File: src/rtl/ex_sequencer.sv
// ex_sequencer: execute-stage sequencer between decoder and execute datapath.
// Handles the decoder valid/ack handshake and stalls on a full load/store queue.
// Resolves jumps/branches into a registered redirect and discards wrong-path
// instructions afterwards. Emits registered zone write strobes and retire.
// Ports:
//   clk_i, clk_en_i, resetb_i         clock, clock enable, async active-low reset
//   ids_*                             decoder stage instruction fields / handshake
//   cmp_result_i, mtvec_i             compare result, trap vector base
//   lsq_lq_full_i, lsq_sq_full_i      queue-full backpressure
//   regd_wr_o, lq_wr_o, sq_wr_o       zone write strobes (registered)
//   retire_o                          retire strobe (registered)
//   hvec_vec_strobe_o/_vec_o/_pc_o    redirect pulse, target, redirecting PC
//   exc_strobe_o, exc_cause_o         misaligned-target exception
module ex_sequencer #(
  parameter int unsigned C_XLEN       = 32,
  parameter int unsigned C_KILL_DEPTH = 2
) (
  input  logic              clk_i,
  input  logic              clk_en_i,
  input  logic              resetb_i,
  input  logic              ids_dav_i,
  output logic              ids_ack_o,
  input  logic [1:0]        ids_zone_i,
  input  logic              ids_cond_i,
  input  logic              ids_jump_i,
  input  logic              ids_link_i,
  input  logic [C_XLEN-1:0] ids_pc_i,
  input  logic [C_XLEN-1:0] ids_target_i,
  input  logic              cmp_result_i,
  input  logic [C_XLEN-1:0] mtvec_i,
  input  logic              lsq_lq_full_i,
  input  logic              lsq_sq_full_i,
  output logic              regd_wr_o,
  output logic              lq_wr_o,
  output logic              sq_wr_o,
  output logic              retire_o,
  output logic              hvec_vec_strobe_o,
  output logic [C_XLEN-1:0] hvec_vec_o,
  output logic [C_XLEN-1:0] hvec_pc_o,
  output logic              exc_strobe_o,
  output logic [3:0]        exc_cause_o
);

  localparam int unsigned CNT_W = 4;

  localparam logic [0:0] S_RUN  = 1'b0;
  localparam logic [0:0] S_KILL = 1'b1;

  localparam logic [1:0] Z_REGFILE = 2'd1;
  localparam logic [1:0] Z_LOADQ   = 2'd2;
  localparam logic [1:0] Z_STOREQ  = 2'd3;

  localparam logic [3:0] CAUSE_MISALIGNED = 4'd0;

  logic [0:0]       state_q, state_d;
  logic [CNT_W-1:0] cnt_q, cnt_d;
  logic             regd_q, regd_d;
  logic             lq_q, lq_d;
  logic             sq_q, sq_d;
  logic             ret_q, ret_d;
  logic             hvs_q, hvs_d;
  logic [C_XLEN-1:0] hvec_q, hvec_d;
  logic [C_XLEN-1:0] hpc_q, hpc_d;
  logic             exc_q, exc_d;
  logic [3:0]       cause_q, cause_d;

  logic stall_c;
  logic accept_c;
  logic taken_c;
  logic misalign_c;

  // Backpressure only applies in RUN; wrong-path instructions drain regardless.
  always_comb begin
    stall_c = (state_q == S_RUN) &&
              (((ids_zone_i == Z_LOADQ)  && lsq_lq_full_i) ||
               ((ids_zone_i == Z_STOREQ) && lsq_sq_full_i));
  end

  assign accept_c   = clk_en_i & ids_dav_i & ~stall_c;
  assign ids_ack_o  = accept_c;
  assign taken_c    = ids_jump_i | (ids_cond_i & cmp_result_i);
  assign misalign_c = |ids_target_i[1:0];

  // Next-state and registered-output logic; everything holds while clk_en_i is low.
  always_comb begin
    state_d = state_q;
    cnt_d   = cnt_q;
    regd_d  = regd_q;
    lq_d    = lq_q;
    sq_d    = sq_q;
    ret_d   = ret_q;
    hvs_d   = hvs_q;
    hvec_d  = hvec_q;
    hpc_d   = hpc_q;
    exc_d   = exc_q;
    cause_d = cause_q;

    if (clk_en_i) begin
      regd_d = 1'b0;
      lq_d   = 1'b0;
      sq_d   = 1'b0;
      ret_d  = 1'b0;
      hvs_d  = 1'b0;
      exc_d  = 1'b0;

      if (accept_c) begin
        case (state_q)
          S_RUN: begin
            if (taken_c && misalign_c) begin
              // Misaligned target traps: no writeback, no retire.
              exc_d   = 1'b1;
              cause_d = CAUSE_MISALIGNED;
              hvs_d   = 1'b1;
              hvec_d  = mtvec_i;
              hpc_d   = ids_pc_i;
              state_d = S_KILL;
              cnt_d   = CNT_W'(C_KILL_DEPTH);
            end else begin
              regd_d = (ids_zone_i == Z_REGFILE) | (taken_c & ids_link_i);
              lq_d   = (ids_zone_i == Z_LOADQ);
              sq_d   = (ids_zone_i == Z_STOREQ);
              ret_d  = 1'b1;
              if (taken_c) begin
                hvs_d   = 1'b1;
                hvec_d  = ids_target_i;
                hpc_d   = ids_pc_i;
                state_d = S_KILL;
                cnt_d   = CNT_W'(C_KILL_DEPTH);
              end
            end
          end
          default: begin
            // Count down accepted wrong-path instructions, not cycles.
            if (cnt_q <= CNT_W'(1)) begin
              state_d = S_RUN;
              cnt_d   = '0;
            end else begin
              cnt_d = cnt_q - CNT_W'(1);
            end
          end
        endcase
      end
    end
  end

  // State and output registers.
  always_ff @(posedge clk_i or negedge resetb_i) begin
    if (!resetb_i) begin
      state_q <= S_RUN;
      cnt_q   <= '0;
      regd_q  <= 1'b0;
      lq_q    <= 1'b0;
      sq_q    <= 1'b0;
      ret_q   <= 1'b0;
      hvs_q   <= 1'b0;
      hvec_q  <= '0;
      hpc_q   <= '0;
      exc_q   <= 1'b0;
      cause_q <= '0;
    end else begin
      state_q <= state_d;
      cnt_q   <= cnt_d;
      regd_q  <= regd_d;
      lq_q    <= lq_d;
      sq_q    <= sq_d;
      ret_q   <= ret_d;
      hvs_q   <= hvs_d;
      hvec_q  <= hvec_d;
      hpc_q   <= hpc_d;
      exc_q   <= exc_d;
      cause_q <= cause_d;
    end
  end

  assign regd_wr_o         = regd_q;
  assign lq_wr_o           = lq_q;
  assign sq_wr_o           = sq_q;
  assign retire_o          = ret_q;
  assign hvec_vec_strobe_o = hvs_q;
  assign hvec_vec_o        = hvec_q;
  assign hvec_pc_o         = hpc_q;
  assign exc_strobe_o      = exc_q;
  assign exc_cause_o       = cause_q;

endmodule

File: config.mk
export PLATFORM = sky130hd
export DESIGN_NAME = ex_sequencer
export DESIGN_NICKNAME = d
export VERILOG_FILES = /design/src/rtl/ex_sequencer.sv
export SDC_FILE = /design/constraint.sdc
export NUM_CORES = 1
export LEC_CHECK = 0
export CORE_MARGIN = 2
export CORE_UTILIZATION = 35
export CTS_CLUSTER_SIZE = 16
export DETAILED_ROUTE_END_ITERATION = 10
export PLACE_DENSITY = 0.83
export SETUP_SLACK_MARGIN = 0.5
export SYNTH_ARGS = -nofsm -noshare
export SYNTH_HDL_FRONTEND = slang
export SYNTH_SLANG_ARGS = --single-unit
File: constraint.sdc
create_clock -name clk_i -period 1.4 [get_ports clk_i]
set_input_delay 0.42 -clock clk_i [delete_from_list [all_inputs] [get_ports clk_i]]
set_output_delay 0.42 -clock clk_i [all_outputs]
set_load 0.05 [all_outputs]
==> impl_metrics.env <==
export IMPL_skew_ps=12.6
export IMPL_coreArea_um2=9200
export IMPL_grt_max_degree=35
export IMPL_wl_per_cell_um=21.3
export IMPL_diodes=0
export IMPL_overflow=0
export IMPL_dp_hpwl_mm=7.70
export IMPL_drcViolationCount=0
export IMPL_hp_class="input port to asynchronous set/reset pin"
export IMPL_critPathArrivalTime_ps=1890
export IMPL_num_vias=3725
export IMPL_power_density_nw_per_um2=2280
export IMPL_max_stage_delay_ps=460
export IMPL_seq_area_um2=1970
export IMPL_rsz0062_at_grt="yes"
export IMPL_finalSetupViolations=75
export IMPL_cp_max_fo=8
export IMPL_initial_utilization_pct=35.9
export IMPL_multi_input_comb_area_um2=1980
export IMPL_dieArea_um2=10200
export IMPL_violations="negative hold slack, negative setup slack"
export IMPL_antenna_found_initial=0
export IMPL_die_w_um=101
export IMPL_rr_endpoint="hvec_vec_o[30]$_DFFE_PN0P_"
export IMPL_ys_seq_area_share_pct=56.8
export IMPL_synth_area_top_cells="dfrtp_1, nand2_1, mux2i_1, o21ai_0, buf_2"
export IMPL_hold_violations=18
export IMPL_r2r_cells=6
export IMPL_drt_iter0_drc=103
export IMPL_required_ps=1610
export IMPL_ant_nets=0
export IMPL_num_rows=35
export IMPL_grt_pass1_wl_mm=17.0
export IMPL_gr_usage_all_layers_pct=21.5
export IMPL_synth_top_area_cell="dfrtp_1"
export IMPL_async_flop_share_pct=100
export IMPL_cp_slowest_cell="dfrtp_2"
export IMPL_cp_start_kind="register"
export IMPL_drt_wl_total_mm=15.4
export IMPL_synth_ff_type="dfrtp_1"
export IMPL_yosysUniqueCellTypes=34
export IMPL_cts_tree="yes"
export IMPL_path_class="register to register"
export IMPL_cts_buffer_depth=2
export IMPL_end_kind="register"
export IMPL_die_h_um=101
export IMPL_gp_congestion=0.802
export IMPL_fin_nets=715
export IMPL_reg2reg_slack_ps=-280
export IMPL_ys_ff_latch=75
export IMPL_post_route_min_period_ps=1680
export IMPL_finalWorstSetupSlack_ps=-282
export IMPL_avgSynthCellArea_um2=9.67
export IMPL_clock_latency_ps=340
export IMPL_cts_clk_slew_worst_paths_ps=90
export IMPL_htreeDepth=3
export IMPL_grt_pass1_vias=3433
export IMPL_synth_top_cell_area_share_pct=56.8
export IMPL_whs_ps=-38.5
export IMPL_peakVddDrop_mv=1.61
export IMPL_placed_cells_incl_taps=631
export IMPL_io_pins=183
export IMPL_synth_edf_count=0
export IMPL_crit_path_start="state_q$_DFFE_PN0P_"
export IMPL_yosysWarnings=0
export IMPL_syn_area_um2=3310
export IMPL_pre_cts_slack_ps=-785
export IMPL_r2r_start="state_q$_DFFE_PN0P_"
export IMPL_tns_ps=-16370
export IMPL_power_w=0.0181
export IMPL_firstDrtPassIters=4
export IMPL_synth_most_common_cell="nand2_1"
export IMPL_min_period_over_period_pct=120
export IMPL_layout_cells_non_filler=721
export IMPL_maxSlewViolCount=0
export IMPL_area_growth_pct=140
export IMPL_synthCells=342
export IMPL_worstPathCellList="nand3b_1 > buf_6 > a211o_4 > buf_12 > nand2_4 > o21ai_4"
export IMPL_synth_common_cells="nand2_1, dfrtp_1, o21ai_0"
export IMPL_status="finished, violations left"
export IMPL_numCtsBuffers=9
export IMPL_via_per_inst=5.17
export IMPL_power_leakage_nw=3.54
export IMPL_cts_root_buf="clkbuf_8"
export IMPL_drive_gt1_share_pct=66.9
export IMPL_cts_num_sinks=75
export IMPL_place_port_buffers=178
export IMPL_fmaxAchievable_ghz=0.595
export IMPL_maxCapViolations=0
export IMPL_fillers=415
[power breakdown]
group	switching, W	internal, W
combinational	0.00568	0.00590
clock	0.000842	0.00106
sequential	0.00127	0.00332
total	0.00779	0.0103
[cell families after synthesis]
logic type | Yosys count | synth area share (%)
AND/OR/NAND/NOR | 149 | 18.0
flip-flops | 75 | 56.8
AO/OA/AOI/OAI | 51 | 9.20
buffers and inverters | 33 | 5.64
multiplexers | 31 | 9.54
adder cells (fa/ha/maj) | 2 | 0.757
other | 1 | 0.113
[timing repair]
action / in CTS / in global routing
hold endpoints to repair: 18 / 18
setup endpoints to repair: 146 / 146
resized for setup: 76 / 177
gates cloned: 5 / 18
pin swaps: 7 / 89
setup buffers: 8 / 43
[critical path, delay by kind of cell (launching register included)]
family,cells,cell delay (ps)
flip-flops,1,460
AO/OA/AOI/OAI,2,460
buffers and inverters,2,350
AND/OR/NAND/NOR,2,290
[routing by layer]
layer  global-route usage (%)  vias to the layer above  part of all wire, %
met2                     39.2                      211                   54
met5                        0                        -                    0
li1                         -                     1658                    -
met1                     24.8                     1803                   35
met4                     7.17                        0                  4.7
met3                     5.04                       53                  6.4
[cell type report]
cell class                      instances  share of cell area [%]
Timing Repair Buffer                  269                    45.2
Inverter                               11                   0.520
Sequential cell                        75                    24.8
Tap cell                              111                    1.75
Clock inverter                          6                    1.10
Clock buffer                           10                    1.73
Multi-Input combinational cell        239                    25.0
[state kept, by name (all words and copies together) (netlist names)]
name               count
sq_wr_o                1
state_q                1
hvec_pc_o             32
hvec_vec_o            32
regd_wr_o              1
cnt_q                  4
exc_strobe_o           1
hvec_vec_strobe_o      1
retire_o               1
lq_wr_o                1
[worst max-delay path by stage]
stage,end,slack [ps]
after CTS,ids_ack_o,-180
after global placement,hvec_vec_o[18]$_DFFE_PN0P_,-720
after detailed placement,hvec_vec_o[30]$_DFFE_PN0P_,-790
after floorplan,hvec_pc_o[4]$_DFFE_PN0P_,-200
after global routing,hvec_vec_o[8]$_DFFE_PN0P_,-310
final,hvec_vec_o[30]$_DFFE_PN0P_,-280
[layout by cell type, fill, tap and decap left out, types with 2 or more instances in the layout]
cell             Yosys  final
clkdlybuf4s50_1      0     95
buf_12               0     78
dfrtp_2              0     71
nand2_2              0     67
buf_4                4     58
nand2_1            133     33
nand2_4              0     33
mux2i_1             30     26
o21ai_2              0     22
o21ai_1              0     11
clkbuf_16            0     11
clkbuf_8             0     10
inv_1               11      9
buf_6                4      9
dlygate4sd2_1        0      6
buf_16               0      5
a211o_4              0      4
conb_1               1      4
dfrtp_1             75      4
nor2_4               0      3
nand3_1              3      3
mux2i_4              0      3
o22ai_2              1      3
buf_8                0      3
inv_2                0      2
a21oi_4              0      2
nand3b_1             2      2
clkinv_2             0      2
bufinv_16            0      2
buf_2               12      2
[metrics by stage]
step / util, % / instance area [um^2] / hold WS (ps)
4_1_cts: 72.6 / 6680 / -38.9
3_3_place_gp: 66.9 / 6150 / 321
3_5_place_dp: 66.9 / 6150 / 331
6_report: 86.3 / 7940 / -38.5
5_1_grt: 86.3 / 7940 / -34.5
2_1_floorplan: - / 3450 / 124
Note: power is estimated with default switching activity, not from simulation.
